File: config.mk
export PLATFORM = sky130hd
export DESIGN_NAME = tnn_seq_classifier
export DESIGN_NICKNAME = d
export VERILOG_FILES = /design/src/rtl/tnn_pkg.sv /design/src/rtl/tnn_tern_acc.sv /design/src/rtl/tnn_seq_classifier.sv
export SDC_FILE = /design/constraint.sdc
export NUM_CORES = 1
export LEC_CHECK = 0
export BUFFER_PORTS_ARGS = -buffer_cell sky130_fd_sc_hd__buf_2
export CORE_ASPECT_RATIO = 0.75
export CORE_MARGIN = 2
export CORE_UTILIZATION = 59
export DETAILED_ROUTE_END_ITERATION = 10
export PLACE_DENSITY = 0.85
export SLEW_MARGIN = 20
export SYNTH_ARGS = -nofsm -noshare
export SYNTH_HDL_FRONTEND = slang
export SYNTH_SLANG_ARGS = --single-unit
export TNS_END_PERCENT = 5
File: constraint.sdc
create_clock -name clk -period 6.39 [get_ports clk]
set_input_delay 1.278 -clock clk [delete_from_list [all_inputs] [get_ports clk]]
set_output_delay 1.278 -clock clk [all_outputs]
set_load 0.05 [all_outputs]
File: src/rtl/tnn_pkg.sv
// Shared definitions for the ternary sequential classifier.
// Contents:
//   - ternary weight encodings
//   - weight-decode function
//   - controller state enum
package tnn_pkg;

    // Ternary weight encodings. 2'b10 is also treated as zero.
    localparam logic [1:0] TERN_ZERO = 2'b00;
    localparam logic [1:0] TERN_POS  = 2'b01;
    localparam logic [1:0] TERN_NEG  = 2'b11;

    typedef enum logic [1:0] {
        TV_ZERO,
        TV_POS,
        TV_NEG
    } tern_val_e;

    typedef enum logic [2:0] {
        ST_IDLE,
        ST_L1,
        ST_L2,
        ST_ARG,
        ST_DONE
    } tnn_state_e;

    // Map a 2-bit ternary code onto its arithmetic meaning.
    function automatic tern_val_e tern_decode(input logic [1:0] w);
        tern_val_e v;
        case (w)
            TERN_POS:  v = TV_POS;
            TERN_NEG:  v = TV_NEG;
            TERN_ZERO: v = TV_ZERO;
            default:   v = TV_ZERO;
        endcase
        return v;
    endfunction

endpackage

File: src/rtl/tnn_tern_acc.sv
// Ternary-weighted signed accumulator lane.
// Each enabled cycle adds +x, -x or nothing according to the ternary weight w.
// Ports:
//   clk, rst  clock and synchronous active-high reset
//   clr       zero the accumulator (takes precedence over en)
//   en        accumulate this cycle
//   w         2-bit ternary weight code
//   x         unsigned operand
//   sum_c     value the accumulator holds after the coming edge (combinational)
module tnn_tern_acc
    import tnn_pkg::*;
#(
    parameter int unsigned ACC_BITS = 8,
    parameter int unsigned X_BITS   = 4
) (
    input  logic                       clk,
    input  logic                       rst,
    input  logic                       clr,
    input  logic                       en,
    input  logic [1:0]                 w,
    input  logic [X_BITS-1:0]          x,
    output logic signed [ACC_BITS-1:0] sum_c
);

    logic signed [ACC_BITS-1:0] acc;
    logic signed [ACC_BITS-1:0] x_ext;

    // Zero-extend the unsigned operand into the signed accumulator width.
    assign x_ext = ACC_BITS'({1'b0, x});

    // Next accumulator value; exposed so the owner can act on the final sum
    // in the same cycle the last term is added.
    always_comb begin
        sum_c = acc;
        if (clr) begin
            sum_c = '0;
        end else if (en) begin
            case (tern_decode(w))
                TV_POS:  sum_c = acc + x_ext;
                TV_NEG:  sum_c = acc - x_ext;
                default: sum_c = acc;
            endcase
        end
    end

    always_ff @(posedge clk) begin
        if (rst) begin
            acc <= '0;
        end else begin
            acc <= sum_c;
        end
    end

endmodule

File: src/rtl/tnn_seq_classifier.sv
// Two-layer ternary neural-network classifier, evaluated sequentially.
// Layer 1 streams one feature per cycle into HIDDEN_CNT parallel lanes.
// Layer 2 streams one binarised hidden neuron per cycle into CLASS_CNT lanes.
// An argmax scan then picks the winning class, lowest index on ties.
// Ports:
//   clk, rst              clock, synchronous active-high reset
//   in_valid/in_ready     sample handshake; data carries FEAT_CNT features, feature 0 in LSBs
//   out_valid/out_ready   result handshake; prediction is the winning class index
module tnn_seq_classifier
    import tnn_pkg::*;
#(
    parameter int unsigned FEAT_CNT   = 12,
    parameter int unsigned HIDDEN_CNT = 40,
    parameter int unsigned CLASS_CNT  = 6,
    parameter int unsigned FEAT_BITS  = 4,
    parameter logic [2*FEAT_CNT*HIDDEN_CNT-1:0]  W1 = '0,
    parameter logic [2*HIDDEN_CNT*CLASS_CNT-1:0] W2 = '0
) (
    input  logic                          clk,
    input  logic                          rst,
    input  logic                          in_valid,
    output logic                          in_ready,
    input  logic [FEAT_BITS*FEAT_CNT-1:0] data,
    output logic                          out_valid,
    input  logic                          out_ready,
    output logic [$clog2(CLASS_CNT)-1:0]  prediction
);

    localparam int unsigned PRED_BITS  = $clog2(CLASS_CNT);
    localparam int unsigned ACC_BITS   = $clog2(FEAT_CNT*(2**FEAT_BITS-1)+1) + 1;
    localparam int unsigned SCORE_BITS = $clog2(HIDDEN_CNT+1) + 1;
    localparam int unsigned MAX_CNT    = (FEAT_CNT > HIDDEN_CNT) ?
                                         ((FEAT_CNT > CLASS_CNT) ? FEAT_CNT : CLASS_CNT) :
                                         ((HIDDEN_CNT > CLASS_CNT) ? HIDDEN_CNT : CLASS_CNT);
    localparam int unsigned CNT_BITS   = $clog2(MAX_CNT+1);

    tnn_state_e                   state;
    logic [CNT_BITS-1:0]          cnt;
    logic [FEAT_BITS*FEAT_CNT-1:0] data_q;
    logic [HIDDEN_CNT-1:0]        hidden;
    logic signed [SCORE_BITS-1:0] best_score;
    logic [PRED_BITS-1:0]         best_idx;

    logic                         accept_c;
    logic                         l1_en_c;
    logic                         l2_en_c;
    logic                         last_c;
    logic [FEAT_BITS-1:0]         feat_c;
    logic                         hbit_c;
    logic signed [SCORE_BITS-1:0] score_sel_c;
    logic [HIDDEN_CNT-1:0]        hid_c;
    logic [CLASS_CNT*SCORE_BITS-1:0] score_flat;

    // Per-cycle operand selection and phase-end detection.
    always_comb begin
        accept_c    = (state == ST_IDLE) && in_valid && in_ready;
        l1_en_c     = (state == ST_L1);
        l2_en_c     = (state == ST_L2);
        feat_c      = FEAT_BITS'(data_q >> (32'(cnt) * FEAT_BITS));
        hbit_c      = 1'(hidden >> cnt);
        score_sel_c = $signed(SCORE_BITS'(score_flat >> (32'(cnt) * SCORE_BITS)));
        last_c      = 1'b0;
        case (state)
            ST_L1:   last_c = (cnt == CNT_BITS'(FEAT_CNT - 1));
            ST_L2:   last_c = (cnt == CNT_BITS'(HIDDEN_CNT - 1));
            ST_ARG:  last_c = (cnt == CNT_BITS'(CLASS_CNT - 1));
            default: last_c = 1'b0;
        endcase
    end

    // Hidden lanes: the sign of the post-edge sum becomes the binary activation,
    // so it can be latched on the same edge that adds the last feature.
    for (genvar h = 0; h < HIDDEN_CNT; h++) begin : g_l1
        logic [1:0]                 w;
        logic signed [ACC_BITS-1:0] sum;

        assign w = 2'(W1 >> (2 * (h * FEAT_CNT + 32'(cnt))));

        tnn_tern_acc #(
            .ACC_BITS (ACC_BITS),
            .X_BITS   (FEAT_BITS)
        ) u_acc (
            .clk   (clk),
            .rst   (rst),
            .clr   (accept_c),
            .en    (l1_en_c),
            .w     (w),
            .x     (feat_c),
            .sum_c (sum)
        );

        assign hid_c[h] = ~sum[ACC_BITS-1];
    end

    // Class lanes: add the weight itself whenever the current hidden bit is set.
    for (genvar c = 0; c < CLASS_CNT; c++) begin : g_l2
        logic [1:0]                   w;
        logic signed [SCORE_BITS-1:0] sum;

        assign w = 2'(W2 >> (2 * (c * HIDDEN_CNT + 32'(cnt))));

        tnn_tern_acc #(
            .ACC_BITS (SCORE_BITS),
            .X_BITS   (1)
        ) u_acc (
            .clk   (clk),
            .rst   (rst),
            .clr   (accept_c),
            .en    (l2_en_c),
            .w     (w),
            .x     (hbit_c),
            .sum_c (sum)
        );

        // Lanes are idle during the scan, so the post-edge sum equals the held score.
        assign score_flat[c*SCORE_BITS +: SCORE_BITS] = sum;
    end

    // Controller: sequences the phases and owns all handshake outputs.
    always_ff @(posedge clk) begin
        if (rst) begin
            state      <= ST_IDLE;
            cnt        <= '0;
            data_q     <= '0;
            hidden     <= '0;
            best_score <= '0;
            best_idx   <= '0;
            in_ready   <= 1'b1;
            out_valid  <= 1'b0;
            prediction <= '0;
        end else begin
            case (state)
                ST_IDLE: begin
                    if (accept_c) begin
                        data_q   <= data;
                        cnt      <= '0;
                        in_ready <= 1'b0;
                        state    <= ST_L1;
                    end
                end
                ST_L1: begin
                    if (last_c) begin
                        hidden <= hid_c;
                        cnt    <= '0;
                        state  <= ST_L2;
                    end else begin
                        cnt <= cnt + 1'b1;
                    end
                end
                ST_L2: begin
                    if (last_c) begin
                        cnt   <= '0;
                        state <= ST_ARG;
                    end else begin
                        cnt <= cnt + 1'b1;
                    end
                end
                ST_ARG: begin
                    // First class seeds the running best; later ones need a strict win.
                    if ((cnt == '0) || (score_sel_c > best_score)) begin
                        best_score <= score_sel_c;
                        best_idx   <= PRED_BITS'(cnt);
                    end
                    if (last_c) begin
                        cnt   <= '0;
                        state <= ST_DONE;
                    end else begin
                        cnt <= cnt + 1'b1;
                    end
                end
                ST_DONE: begin
                    // First DONE cycle publishes the result; then wait for the consumer.
                    if (!out_valid) begin
                        out_valid  <= 1'b1;
                        prediction <= best_idx;
                    end else if (out_ready) begin
                        out_valid <= 1'b0;
                        in_ready  <= 1'b1;
                        state     <= ST_IDLE;
                    end
                end
                default: begin
                    state <= ST_IDLE;
                end
            endcase
        end
    end

endmodule

==> run metrics, run 1 <==
outcome=finished, final reports clean; type of the worst min-delay path=reg -> reg; Final min period=around 3.6 ns; Final Hold Viols=0; Data arrival, critical path=3.81 ns; drt drc=0; share of the yosys chip area belonging to registers=45.7%; deepest clock path buffer count=2; Synth async-reset ratio=0%; Max Slew Vio Count=0; # nets final=between 300 and 400; clk_lat worst skew=approximately 0.35 ns; startpoint types=input pin; Pleak=1.22 nW; RSZ-0062 raised after global routing=false; Max-Cap Viols=0; most frequent cells in the layout=66 x dfxtp_1, 42 x and2_1, 25 x a21oi_1; Total Routing Usage GR=22.1%; Syn Nets=364; yosys warns=44; dpl hpwl=around 3.6 mm; post-route total power=0.822 mW; TritonCTS clock tree=built; worst-margin pin slew=0.966 ns; post-CTS sizing=0; Die Wd=~85 µm; Final GP Congestion=0.887; core area=roughly 4800 µm²; die area=about 5500 µm²; Routed Antenna Nets=0; clock root cell=clkbuf_8; Hold Worst Slack=0.453 ns; Routed WL=around 5.4 mm; Placed Cells=357; initial antenna violation count=0; CTS Hold Bufs=0; setup TNS=0 ns; PortBufs=8; post-synth cell types=51; average routed wire per standard cell=approximately 14 µm; Required @ worst endpoint=6.63 ns; row count=22; Power Density=263 nW/µm²; post-CTS setup repair buffer count=0; Num CTS Buffers=9; Die H=64.6 µm; headroom to the max-slew limit=approximately 35%; grt total ovfl=0; pin count of the biggest net entering global routing=43; CTS H-tree depth=3; maximum fanout along the worst path=10; Final Skew=0.0115 ns; Post-synth EDFFs=0; Post-Synthesis Cells=slightly above 300; synthesized area=2890 µm²; utilization after layout=roughly 65%; syn_area_per_cell=9.55 µm²; fmax=280 MHz; crit path kind=in -> reg; share of layout cells above drive strength 1=between 10% and 20%; Clock transition at path regs=~0.07 ns; CTS sink count=66; DRT iter0 DRCs=159; initial core utilization=60.1%; crit path capture type=flop; Pre-antenna DRT Iters=4; vias in the first global route=between 2000 and 2500; Max VDD drop=0.181 mV; commonest non-fill, non-tap cell in the layout=dfxtp_1; Top Ports=57; Layout Area Growth over Synthesis=8.00%; Tcrit/Tclk final=a little under three fifths; number of diodes=0; Yosys reg bits=66; first-pass GRT wire length=between 9 and 10 mm; vias after detailed routing=2140; dominant synthesized flop cell=dfxtp_1; Cell Count, Final, Fillers Out=372; Final Setup Violations=0; Via density=5.75
-- cells in the mapped netlist, drive strengths merged (8+ instances only) --
cell type	instances	area, µm²
a21oi	27	139
and2	42	263
buf	8	61.3
dfxtp	66	1320
ha	9	113
inv	13	48.8
mux2	21	236
nand2	21	78.8
nand3	13	65.1
nor2	9	36.3
o21ai	12	60.1
-- registers in the layout (all words and copies together), names as in the netlist --
name            cells
in_ready            1
prediction          3
best_score          7
state               3
best_idx            3
out_valid           1
cnt                 6
g_l2.u_acc.acc     42
-- worst paths after layout --
path | from | endpoint | slack [ns] | cells past startpoint
setup reg to reg | cnt[2] | best_idx[0] | 2.90 | 9
setup / recovery | in_valid | best_idx[0] | 2.82 | 10
hold reg to reg | g_l2[5].u_acc.acc[6] | g_l2[5].u_acc.acc[6] | 0.45 | 1
hold / removal | g_l2[5].u_acc.acc[6] | g_l2[5].u_acc.acc[6] | 0.45 | 1
-- logic make-up after synthesis --
kind of cell	Yosys count	synth area share, %
and+or+nand+nor	111	21.6
AOI/OAI and AO/OA	67	15.6
DFF	66	45.7
buffers and inverters	28	4.71
muxes	22	8.52
adders and majority gates	9	3.89
-- layer usage --
| metal | wire, µm | vias up | part of all wire, % | GRT usage [%] |
|---|---|---|---|---|
| met2 | 2350 | 49 | 44 | 32.7 |
| met3 | 333 | 4 | 6.2 | 8.92 |
| li1 | - | 1070 | - | - |
| met5 | 0 | - | 0 | 0 |
| met1 | 2640 | 1017 | 49 | 29.8 |
| met4 | 54 | 0 | 1.0 | 6.35 |
-- through the flow --
step / area, µm² / setup WS, ns
after floorplan: 2890 / 3.10
after global placement: 2930 / 2.54
after detailed placement: 2930 / 2.47
after CTS: 3120 / 2.83
after global routing: 3120 / 2.55
final: 3120 / 2.82
-- critical path, stage by stage --
cell     delay, ns
buf_2         0.08
nand2_1       0.09
o41ai_2       0.61
a21oi_1       0.15
ha_1          0.35
a21oi_1       0.17
a21oi_1       0.10
o21ai_1       0.59
a21oi_1       0.16
a31o_1        0.22
-- power breakdown --
part / switching (mW) / internal [mW] / leakage (nW)
Sequential: 0.0143 / 0.415 / 0.532
Combinational: 0.0334 / 0.0189 / 0.592
Clock: 0.153 / 0.187 / 0.0941
Total: 0.201 / 0.621 / 1.22
-- cell type report --
cell class / instances / area (µm²)
clock buffer: 10 / 138
clock inverter: 5 / 55.1
fill: 397 / 1690
inverter: 13 / 48.8
multi-input combinational: 209 / 1440
sequential: 66 / 1320
tap: 60 / 75.1
timing repair buffer: 9 / 47.5
No activity file was read; power rests on OpenSTA's default activity.
==> run 2: changes to the inputs <==
CORE_UTILIZATION = 49   (was 59)
PLACE_DENSITY = 0.75   (was 0.85)
clock period = 3.05 ns   (was 6.39 ns; I/O delays follow)
==> run metrics, run 2 (synthesized netlist as in run 1, its figures left out) <==
outcome=finished, final reports clean; Die H=70.5 µm; Tcrit/Tclk final=90.3%; crit path kind=reg -> reg; Max VDD drop=about 0.29 mV; Routed WL=roughly 5.6 mm; R2R Path End=best_score[1]; worst-margin pin slew=0.497 ns; Seq pwr share=50.1%; CP Buf/Inv Count=1; DRT iter0 DRCs=131; Routed Antenna Nets=0; initial core utilization=50.2%; post-CTS sizing=0; setup TNS=0 ns; Num CTS Buffers=9; headroom to the max-slew limit=66.9%; most frequent cells in the layout=66 x dfxtp_1, 42 x and2_1, 25 x a21oi_1; min-delay src=g_l2[4].u_acc.acc[3]; PortBufs=8; pre-CTS WS=0.327 ns; Net Sw Frac=between 20% and 30%; Power Density=about 550 nW/µm²; initial antenna violation count=0; type of the worst min-delay path=reg -> reg; Pleak=approximately 1.3 nW; share of layout cells above drive strength 1=a little over a fifth; Final Skew=0.0128 ns; Pre-antenna DRT Iters=4; CTS H-tree depth=3; average routed wire per standard cell=14.0 µm; switching power=0.454 mW; clk_lat worst skew=0.36 ns; TritonCTS clock tree=built; deepest clock path buffer count=2; commonest non-fill, non-tap cell in the layout=dfxtp_1; Final min period=approximately 2.8 ns; Max-Cap Viols=0; Final Setup Violations=0; Max Slew Vio Count=0; CP dominant cell by count=a21oi_1; CTS sink count=66; final worst setup slack=0.297 ns; Via density=5.25; Total Routing Usage GR=between 10% and 20%; max reg flops=42; delay-heaviest family, CP=compound AO/OA/AOI/OAI gates; Required @ worst endpoint=3.33 ns; # nets final=377; pin count of the biggest net entering global routing=between 40 and 50; Data arrival, critical path=3.03 ns; registers with the most flip-flops=g_l2.u_acc.acc (42), best_score (7), cnt (6); Top Ports=57; startpoint types=flop; row count=24; maximum fanout along the worst path=10; Clock transition at path regs=0.08 ns; hold endpoint=g_l2[4].u_acc.acc[3]; max incr delay on CP=around 0.6 ns; fmax=363 MHz; Final GP Congestion=between 0.8 and 0.9; first-pass GRT wire length=9.65 mm; combinational share of power=under 10%; core area=~5800 µm²; Layout Area Growth over Synthesis=11.2%; clock root cell=clkbuf_8; RSZ-0062 raised after global routing=false; vias after detailed routing=roughly 2100; dpl hpwl=3.70 mm; post-CTS setup repair buffer count=0; Clk pwr share=42.2%; crit path capture type=flop; Worst Reg-to-Reg Cells=10; worst path cell trace=mux2_2, a22oi_1, a21oi_1, ha_1, nand4_1, o221a_2, o21ai_1, buf_4, nand3_1, a21oi_1; RR Startpoint=cnt[2]; drt drc=0; worst hold path depth=1; slowest stage cell on the critical path=dfxtp_1; vias in the first global route=2022; R2R Setup Slk=about 0.30 ns; CTS Hold Bufs=0; Final Hold Viols=0; number of diodes=0; Pint=1.32 mW; die area=6540 µm²; grt total ovfl=0; Die Wd=92.7 µm; Top reg by flops=g_l2.u_acc.acc
==> run 2: changes by cell type in the layout (fill, tap and decap cells not counted), sizes merged <==
cell      delta
clkinvlp     +1
buf          +8
==> run 2: final cells by class <==
| cell class | instances | area [µm²] |
|---|---|---|
| fillers | 525 | 2550 |
| clock buffers | 10 | 138 |
| repair buffers | 17 | 108 |
| clock inverters | 6 | 66.3 |
| multi-input cells | 209 | 1440 |
| flip-flops and latches | 66 | 1320 |
| inverters | 13 | 48.8 |
| well taps | 78 | 97.6 |
==> run 2: power by group through the flow <==
| stage | clock network (mW) | registers, mW | logic, mW |
|---|---|---|---|
| 2_1_floorplan | 0 | 0.901 | 0.103 |
| 3_3_place_gp | 0 | 0.908 | 0.132 |
| 3_5_place_dp | 0 | 0.908 | 0.135 |
| 4_1_cts | 0.758 | 0.888 | 0.137 |
| 5_1_grt | 0.799 | 0.889 | 0.151 |
| 6_report | 0.748 | 0.888 | 0.137 |
==> run 2: worst max path at each step <==
stage,start,to,slack [ns],cells after the start
finish,cnt[2],best_score[1],0.30,10
global route,cnt[2],best_idx[1],0.07,10
CTS,cnt[2],best_score[3],0.26,10
detailed placement,cnt[2],best_score[3],0.33,10
global placement,cnt[2],best_score[5],0.41,9
floorplan,in_ready,best_idx[0],0.30,9
==> run 2: per-stage QoR <==
step	hold slack [ns]	power, mW	instances	util [%]	instance area [µm²]
floorplan	0.424	1.00	303	-	2890
global placement	0.436	1.04	383	52.3	3010
detailed placement	0.441	1.04	383	52.3	3010
CTS	0.457	1.78	399	55.8	3220
global route	0.471	1.84	399	55.8	3220
finish	0.453	1.77	399	55.8	3220
==> run 2: per-layer routing <==
metal | share of wire, % | routed length [µm] | up-vias | GRT usage [%]
li1 | - | - | 1087 | -
met1 | 53 | 2950 | 963 | 26.8
met2 | 41 | 2320 | 34 | 26.0
met3 | 3.8 | 212 | 12 | 6.82
met4 | 2.1 | 118 | 0 | 8.01
met5 | 0 | 0 | - | 0
==> run 3: changes to the inputs <==
PLACE_DENSITY = 0.77   (was 0.75)
==> run metrics, run 3 (synthesized netlist as in run 1, its figures left out) <==
outcome=finished, final reports clean; # nets final=381; min-delay src=g_l2[5].u_acc.acc[6]; Die H=70.5 µm; initial antenna violation count=0; Routed WL=5.57 mm; Pre-antenna DRT Iters=4; drt drc=0; CTS H-tree depth=3; Power Density=slightly above 500 nW/µm²; switching power=0.449 mW; Design Area, Final=~3200 µm²; DRT iter0 DRCs=~130; registers with the most flip-flops=g_l2.u_acc.acc (42), best_score (7), cnt (6); Pleak=1.27 nW; delay-heaviest family, CP=compound AO/OA/AOI/OAI gates; DP Area=about 3000 µm²; worst-margin pin slew=a little under 0.5 ns; Final Hold Viols=0; row count=24; Max-Cap Viols=0; post-CTS sizing=0; Die Wd=92.7 µm; pin count of the biggest net entering global routing=43; commonest non-fill, non-tap cell in the layout=dfxtp_1; R2R Path End=best_idx[0]; core area=5770 µm²; R2R Setup Slk=roughly 0.33 ns; setup TNS=0 ns; dpl hpwl=3.93 mm; headroom to the max-slew limit=67.0%; share of layout cells above drive strength 1=22.2%; Final Setup Violations=0; average routed wire per standard cell=13.8 µm; Worst Reg-to-Reg Cells=10; Pint=between 1 and 1.5 mW; hold endpoint=g_l2[5].u_acc.acc[6]; Clock transition at path regs=about 0.08 ns; crit path kind=reg -> reg; combinational share of power=9.2%; Final Skew=0.00916 ns; initial core utilization=about 50%; slowest stage cell on the critical path=dfxtp_1; Final min period=2.72 ns; number of diodes=0; clock root cell=clkbuf_8; worst path cell trace=buf_4, mux2_2, a22oi_1, a21oi_1, ha_1, nand4_1, a21oi_1, o21a_2, nor2_1, a31o_1; Net Sw Frac=26.9%; Routed Antenna Nets=0; Top Ports=57; post-route total power=around 1.7 mW; max reg flops=42; CP startpoint=cnt[2]; crit path capture type=flop; first-pass GRT wire length=around 9.5 mm; Required @ worst endpoint=3.29 ns; footprint of the multi-input gates=1440 µm²; vias after detailed routing=~2200; Final GP Congestion=0.839; most frequent cells in the layout=66 x dfxtp_1, 42 x and2_1, 25 x a21oi_1; Data arrival, critical path=2.96 ns; fmax=367 MHz; worst hold path depth=1; post-CTS setup repair buffer count=0; PortBufs=8; Max VDD drop=0.275 mV; TritonCTS clock tree=built; Clk pwr share=38.0%; CP dominant cell by count=a21oi_1; Seq pwr share=between 50% and 60%; vias in the first global route=2025; CTS sink count=66; maximum fanout along the worst path=9; Seq. cell area=1320 µm²; clk_lat worst skew=0.35 ns; RR Startpoint=cnt[2]; max incr delay on CP=0.49 ns; type of the worst min-delay path=reg -> reg; startpoint types=flop; grt total ovfl=0; Layout fillers=533; CP Buf/Inv Count=1; Total Routing Usage GR=18.4%; Top reg by flops=g_l2.u_acc.acc; Tcrit/Tclk final=89.3%; die area=roughly 6500 µm²; CTS Hold Bufs=0; RSZ-0062 raised after global routing=false; Layout Area Growth over Synthesis=11.1%; deepest clock path buffer count=2; Via density=roughly 5.3; Num CTS Buffers=9; Max Slew Vio Count=0
==> run 3: cell types whose count changed in the layout (fill, tap and decap cells not counted) <==
cell	before	now
buf_4	9	13
bufinv_16	1	0
clkbuf_8	10	9
clkinv_2	1	3
==> run 3: through the flow <==
| stage | utilization (%) | std cells | hold slack [ns] | worst slack, ns |
|---|---|---|---|---|
| 5_1_grt | 55.8 | 403 | 0.471 | 0.121 |
| 4_1_cts | 55.8 | 403 | 0.460 | 0.299 |
| 6_report | 55.8 | 403 | 0.455 | 0.327 |
| 3_5_place_dp | 52.8 | 387 | 0.438 | 0.332 |
| 2_1_floorplan | - | 303 | 0.424 | 0.298 |
| 3_3_place_gp | 52.8 | 387 | 0.436 | 0.376 |
==> run 3: final cells by class <==
| cell class | count | share of cell area [%] |
|---|---|---|
| Inverter | 13 | 1.52 |
| Clock inverter | 7 | 1.44 |
| Tap cell | 78 | 3.04 |
| Timing Repair Buffer | 21 | 4.28 |
| Sequential cell | 66 | 41.1 |
| Multi-Input combinational cell | 209 | 44.8 |
| Clock buffer | 9 | 3.85 |
==> run 3: worst max path at each step <==
stage                         end  slack (ns)  cells after the start
floorplan             best_idx[0]        0.30                      9
global placement    best_score[4]        0.38                     11
detailed placement    best_idx[1]        0.33                     11
CTS                   best_idx[0]        0.30                     10
global route          best_idx[0]        0.12                     10
finish                best_idx[0]        0.33                     10
==> run 3: layer usage <==
metal  wire [µm]  track usage (%)
met5           0                0
met2        2390             26.7
met1        2860             26.1
met3         226             5.75
met4          88             6.54
==> run 3: power groups by stage <==
stage	Sequential, mW	Clock (mW)	Combinational (mW)
CTS	0.880	0.650	0.152
finish	0.880	0.633	0.154
global route	0.881	0.688	0.167
floorplan	0.901	0	0.103
global placement	0.899	0	0.149
detailed placement	0.900	0	0.150
==> run 3: worst reg2reg max path: stages (launching register included) <==
cell     delay (ns)
dfxtp_1        0.49
buf_4          0.21
mux2_2         0.34
a22oi_1        0.18
a21oi_1        0.14
ha_1           0.34
nand4_1        0.14
a21oi_1        0.20
o21a_2         0.26
nor2_1         0.09
a31o_1         0.22
